File: src/rtl/pattern_timer_ctrl_if.sv
// Handshake bundle between the pattern/timer sequencer and its environment.
// The slave side is the sequencer: it samples data/ack and drives the status.
interface pattern_timer_ctrl_if #(
  parameter int DELAY_W = 4
);
  logic               data;
  logic               ack;
  logic               shift_ena;
  logic               counting;
  logic               done;
  logic [DELAY_W-1:0] count;

  modport master (
    output data,
    output ack,
    input  shift_ena,
    input  counting,
    input  done,
    input  count
  );

  modport slave (
    input  data,
    input  ack,
    output shift_ena,
    output counting,
    output done,
    output count
  );
endinterface

File: src/rtl/pattern_timer_ctrl.sv
// Sequencer: finds a serial start pattern, shifts in a DELAY_W-bit delay,
// times (delay+1)*UNIT_CYCLES cycles, then holds done until acknowledged.
// All status outputs are registered from the next-state values, so there is
// no combinational path from data/ack to any output.
module pattern_timer_ctrl #(
  parameter int                   PATTERN_W   = 4,
  parameter logic [PATTERN_W-1:0] PATTERN     = 4'b1101,
  parameter int                   DELAY_W     = 4,
  parameter int                   UNIT_CYCLES = 1000
) (
  input  logic                clk,
  input  logic                resetn,
  pattern_timer_ctrl_if.slave bus
);

  localparam int UNIT_W = (UNIT_CYCLES > 1) ? $clog2(UNIT_CYCLES) : 1;
  localparam int BIT_W  = $clog2(DELAY_W + 1);
  localparam logic [UNIT_W-1:0] UNIT_LOAD = UNIT_W'(UNIT_CYCLES - 1);
  localparam logic [BIT_W-1:0]  BIT_LAST  = BIT_W'(DELAY_W - 1);

  typedef enum logic [1:0] {
    ST_SEARCH = 2'd0,
    ST_SHIFT  = 2'd1,
    ST_COUNT  = 2'd2,
    ST_DONE   = 2'd3
  } state_t;

  state_t               state_q, state_d;
  logic [PATTERN_W-1:0] hist_q, hist_d;
  logic [DELAY_W-1:0]   delay_q, delay_d;
  logic [UNIT_W-1:0]    unit_q, unit_d;
  logic [BIT_W-1:0]     bits_q, bits_d;
  logic                 shift_ena_q, counting_q, done_q;
  logic [DELAY_W-1:0]   count_q;
  logic [PATTERN_W:0]   hist_shift_s;
  logic [DELAY_W:0]     delay_shift_s;

  // Next-state logic: pattern search, delay shift-in, unit/delay countdown, ack wait.
  always_comb begin
    state_d       = state_q;
    hist_d        = hist_q;
    delay_d       = delay_q;
    unit_d        = unit_q;
    bits_d        = bits_q;
    hist_shift_s  = {hist_q, bus.data};
    delay_shift_s = {delay_q, bus.data};
    case (state_q)
      ST_SEARCH: begin
        // The bit sampled on this edge takes part in the comparison.
        hist_d = hist_shift_s[PATTERN_W-1:0];
        if (hist_d == PATTERN) begin
          state_d = ST_SHIFT;
          bits_d  = BIT_W'(0);
        end else begin
          state_d = ST_SEARCH;
        end
      end
      ST_SHIFT: begin
        delay_d = delay_shift_s[DELAY_W-1:0];
        bits_d  = bits_q + BIT_W'(1);
        if (bits_q == BIT_LAST) begin
          state_d = ST_COUNT;
          unit_d  = UNIT_LOAD;
          bits_d  = BIT_W'(0);
        end else begin
          state_d = ST_SHIFT;
        end
      end
      ST_COUNT: begin
        if (unit_q == UNIT_W'(0)) begin
          // Delay only reaches zero on the terminal unit, so it never wraps.
          if (delay_q == DELAY_W'(0)) begin
            state_d = ST_DONE;
          end else begin
            delay_d = delay_q - DELAY_W'(1);
            unit_d  = UNIT_LOAD;
          end
        end else begin
          unit_d = unit_q - UNIT_W'(1);
        end
      end
      ST_DONE: begin
        if (bus.ack) begin
          // Forget stale bits so re-detection needs a full fresh pattern.
          state_d = ST_SEARCH;
          hist_d  = PATTERN_W'(0);
        end else begin
          state_d = ST_DONE;
        end
      end
      default: begin
        state_d = ST_SEARCH;
        hist_d  = PATTERN_W'(0);
      end
    endcase
  end

  // State and datapath registers with synchronous active-low reset; outputs
  // are registered from the next state so they line up with it.
  always_ff @(posedge clk) begin
    if (!resetn) begin
      state_q     <= ST_SEARCH;
      hist_q      <= PATTERN_W'(0);
      delay_q     <= DELAY_W'(0);
      unit_q      <= UNIT_W'(0);
      bits_q      <= BIT_W'(0);
      shift_ena_q <= 1'b0;
      counting_q  <= 1'b0;
      done_q      <= 1'b0;
      count_q     <= DELAY_W'(0);
    end else begin
      state_q     <= state_d;
      hist_q      <= hist_d;
      delay_q     <= delay_d;
      unit_q      <= unit_d;
      bits_q      <= bits_d;
      shift_ena_q <= (state_d == ST_SHIFT);
      counting_q  <= (state_d == ST_COUNT);
      done_q      <= (state_d == ST_DONE);
      count_q     <= (state_d == ST_COUNT) ? delay_d : DELAY_W'(0);
    end
  end

  assign bus.shift_ena = shift_ena_q;
  assign bus.counting  = counting_q;
  assign bus.done      = done_q;
  assign bus.count     = count_q;

endmodule

File: src/flat_wrapper.sv
// flat-port wrapper written by rule: the top's interface ports become plain ports
module pattern_timer_ctrl_flat 
#(
  parameter int                   PATTERN_W   = 4,
  parameter logic [PATTERN_W-1:0] PATTERN     = 4'b1101,
  parameter int                   DELAY_W     = 4,
  parameter int                   UNIT_CYCLES = 1000
)
  (clk, resetn, bus_data, bus_ack, bus_shift_ena, bus_counting, bus_done, bus_count);
  pattern_timer_ctrl_if #(.DELAY_W(DELAY_W)) bus_i ();
  input  logic clk;
  input  logic resetn;
  input wire logic [$bits(bus_i.data)-1:0] bus_data;
  input wire logic [$bits(bus_i.ack)-1:0] bus_ack;
  output wire logic [$bits(bus_i.shift_ena)-1:0] bus_shift_ena;
  output wire logic [$bits(bus_i.counting)-1:0] bus_counting;
  output wire logic [$bits(bus_i.done)-1:0] bus_done;
  output wire logic [$bits(bus_i.count)-1:0] bus_count;
  assign bus_i.data = bus_data;
  assign bus_i.ack = bus_ack;
  assign bus_shift_ena = bus_i.shift_ena;
  assign bus_counting = bus_i.counting;
  assign bus_done = bus_i.done;
  assign bus_count = bus_i.count;
  pattern_timer_ctrl #(.PATTERN_W(PATTERN_W), .PATTERN(PATTERN), .DELAY_W(DELAY_W), .UNIT_CYCLES(UNIT_CYCLES)) u_core (.clk(clk), .resetn(resetn), .bus(bus_i));
endmodule
File: config.mk
export PLATFORM = sky130hd
export DESIGN_NAME = pattern_timer_ctrl_flat
export DESIGN_NICKNAME = d
export VERILOG_FILES = /design/src/rtl/pattern_timer_ctrl_if.sv /design/src/rtl/pattern_timer_ctrl.sv /design/src/flat_wrapper.sv
export SDC_FILE = /design/constraint.sdc
export NUM_CORES = 1
export LEC_CHECK = 0
export ABC_AREA = 1
export CAP_MARGIN = 20
export CORE_MARGIN = 1.5
export CORE_UTILIZATION = 25
export DETAILED_ROUTE_END_ITERATION = 8
export HOLD_SLACK_MARGIN = 0.05
export PLACE_DENSITY = 0.44
export SLEW_MARGIN = 20
export SYNTH_ARGS = -nofsm -noshare
export SYNTH_HDL_FRONTEND = slang
export SYNTH_SLANG_ARGS = --single-unit
export TNS_END_PERCENT = 50
File: constraint.sdc
create_clock -name clk -period 2.4 [get_ports clk]
set_clock_uncertainty 0.2 [all_clocks]
set_input_delay 0.24 -clock clk [delete_from_list [all_inputs] [get_ports clk]]
set_output_delay 0.24 -clock clk [all_outputs]
set_load 0.05 [all_outputs]
==> run summary <==
sw frac: 21.80%
global-route congestion overflow total: 0
all-layer global routing usage: 12.16%
FP Rows: 28
Setup violations, final: 0
R2R Path Start: u_core.unit_q[0]$_SDFFE_PN0P_
fraction of power consumed by the clock network: 42.6%
DRC violation count after routing: 0
Max Fanout on Critical Path: 11
register area share after synthesis: 37.97%
NumNets Final: 257
type of the setup path with the least slack: reg2reg
cell area after synthesis: 1529 µm²
via count of the first global-routing pass: 1303
Layout fillers: 655
combinational fraction of design power: 2.7%
crit path DAT: 1940 ps
WHS Endpoint: u_core.bits_q[2]$_SDFFE_PN0P_
Slew @ Worst Pin: 503.2 ps
first-pass GRT wire length: 6078 µm
Avg Vias per Cell: 4.360
post-CTS setup buffer count: 0
TritonCTS clock tree: yes
start point of the critical path: u_core.unit_q[0]$_SDFFE_PN0P_
final RePlAce weighted congestion: 0.8322
combined area of the multi-input logic cells: 798.3 µm²
start point of the worst min-delay path: u_core.bits_q[2]$_SDFFE_PN0P_
headroom to the max-slew limit: 66.10%
total detailed-routing wirelength: 3449 µm
final instance area: 1809 µm²
total of buffers placed on input and output ports: 10
# clock sinks: 29
max cap viols: 0
Die Footprint: 6594 µm²
flip-flop and latch count after synthesis: 29
Post-synth ARST share: 0%
post-synthesis cell count: 229
data required time at the worst endpoint: 2360 ps
Root Buffer: clkbuf_8
detailed-routing iteration count for the pre-antenna-repair pass: 4
Worst-path clk slew: 60 ps
Ant. Diodes: 0
standby leakage power: 0.7778 nW
proportion of layout cells with a drive suffix above 1: 7.287%
total area of sequential cells: 580.6 µm²
I/O pins: 11
path class of the lowest-slack min-delay path: reg2reg
Detail Route Antenna Nets: 0
period utilisation layout: 82.31%
pin count of the biggest net entering global routing: 14
Die Height: 81.21 µm
Flop pwr share: 54.7%
width of the die: 81.21 µm
HPWL reported at the end of detailed placement: 2639 µm
setup repair after global routing missed its margin: no
Final TNS setup: 0 ps
library cells used by synthesis: 23
CORE AREA: 5921 µm²
mean instance size in the synthesized netlist: 6.677 µm²
critical path endpoint category: flip-flop
power per cell area: 491.0 nW/µm²
number of flops mapped to enable cells by yosys: 0
Warnings, synthesis: 0
worst vdd rail ir drop: 0.2549 mV
worst hold path stage count: 2
insertion delay to the later sink of the worst-skew pair: 270 ps
final-report hold violation count: 0
effective utilization at floorplan: 25.82%
Max Fclk: 506.2 MHz
cts bufs inserted: 5
number of antenna violations at the first check in global routing: 0
hold buffer count at CTS: 0
H-Tree Depth: 2
area grow syn2layout: 18.33%
flip-flop cell with the highest count after synthesis: dfxtp_1
Slew Limit Fails: 0
post-layout minimum cycle time: 1975 ps
FF-to-FF path depth: 9
result of the run: complete, no violations
Startpoint Class: flip-flop
DR vias: 1404
Bufs on Longest Clock Path: 2
CTS resizes: 0
area of placed instances: 1727 µm²
Psw: 0.0001936 W
setup slack of the most critical reg-to-reg path: 420 ps
internal portion of total power: 0.0006946 W
end of the worst register-to-register path: u_core.unit_q[0]$_SDFFE_PN0P_
average wire per standard cell: 10.71 µm
initial DRC count: 93
Mapped Nets: 240
## per-stage QoR
step,hold WS (ps),power (W),setup slack (ps),utilization (%),instances
2_1_floorplan,156.0,0.0005076,725.2,-,229
3_3_place_gp,244.0,0.0005214,411.8,29.16,314
3_5_place_dp,248.9,0.0005209,400.2,29.16,314
4_1_cts,260.8,0.0009097,388.0,30.56,322
5_1_grt,281.6,0.0009385,180.4,30.56,322
6_report,255.3,0.0008883,424.6,30.56,322
## logic make-up (layout without fill, tap and decap cells)
| group | Yosys count | count (layout) | share of synthesized area [%] |
|---|---|---|---|
| compound gates | 32 | 32 | 11.21 |
| simple gates | 122 | 122 | 34.70 |
| xor+xnor | 1 | 1 | 0.5729 |
| fa+ha+maj | 7 | 7 | 5.728 |
| flops | 29 | 29 | 37.97 |
| buf+inv | 38 | 56 | 9.820 |
## worst max-delay path by stage
stage | endpoint | slack [ps] | cells after the start
final | u_core.unit_q[0]$_SDFFE_PN0P_ | 420 | 9
after global routing | u_core.unit_q[0]$_SDFFE_PN0P_ | 180 | 9
after CTS | u_core.unit_q[0]$_SDFFE_PN0P_ | 390 | 9
after detailed placement | u_core.unit_q[0]$_SDFFE_PN0P_ | 400 | 9
after global placement | u_core.unit_q[0]$_SDFFE_PN0P_ | 410 | 9
after floorplan | u_core.delay_q[3]$_SDFF_PN0_ | 730 | 9
## synthesized netlist by cell type, types with 2 or more instances
master     n  area share, %
o21ai_0   11            3.6
nand2_2    2           0.82
nand3_1   20            6.5
a21oi_1   17            5.6
nor2_1    29            7.1
nor3_1     2           0.65
nand4_1    7            2.9
dfxtp_1   29             38
ha_1       7            5.7
nand2_1   58             14
nand3_2    2            1.3
inv_1     33            8.1
clkbuf_1   2           0.49
## metal layers
| layer | wire [µm] | GRT usage [%] | vias to the layer above | part of all wire, % |
|---|---|---|---|---|
| met5 | 0 | 0 | - | 0 |
| met2 | 1537 | 18.33 | 15 | 45 |
| met4 | 23 | 5.000 | 0 | 0.67 |
| met1 | 1785 | 16.27 | 623 | 52 |
| met3 | 103 | 3.258 | 2 | 3.0 |
| li1 | - | - | 764 | - |
## placed cells by master (no fill, tap or decap), drive strengths merged
cell	n
ha	7
inv	34
buf	3
nand4	7
o21ai	11
a31oi	1
o211a	1
nand3	22
nor3	2
clkinv	3
clkbuf	6
dfxtp	29
o22ai	1
clkdlybuf4s50	10
nand2	60
nor2	31
a21oi	18
xnor2	1
## registers in the layout, indices dropped and copies added, names as in the netlist
name and flops:
u_core.unit_q 10, u_core.bus.count 4, u_core.delay_q 4, u_core.bits_q 3
u_core.hist_q 3, u_core.state_q 2, u_core.bus.counting 1, u_core.bus.done 1
u_core.bus.shift_ena 1
## critical path, cell delays in order, from the launching register on
cell and delay, ps:
dfxtp_1 300, inv_1 90, ha_1 190, nand3_1 190, nor2_4 210, nand3_2 100, nand3_2 210, inv_2 140
o21ai_0 170, nor2_1 50
## power by group through the flow
stage	combinational [W]	sequential [W]	clock (W)
2_1_floorplan	0.0000116	0.000496	0
3_3_place_gp	0.0000251	0.000496	0
3_5_place_dp	0.0000247	0.000496	0
4_1_cts	0.0000248	0.000485	0.000400
5_1_grt	0.0000276	0.000485	0.000426
6_report	0.0000242	0.000486	0.000379
## cell type report
cell class / count / share of cell area [%]
multi-input cells: 162 / 44.12
clock inverters: 2 / 0.5532
well taps: 75 / 5.187
flip-flops and latches: 29 / 32.09
repair buffers: 13 / 6.777
clock buffers: 6 / 4.011
inverters: 35 / 7.261
Power figures use the tool's default switching activity.
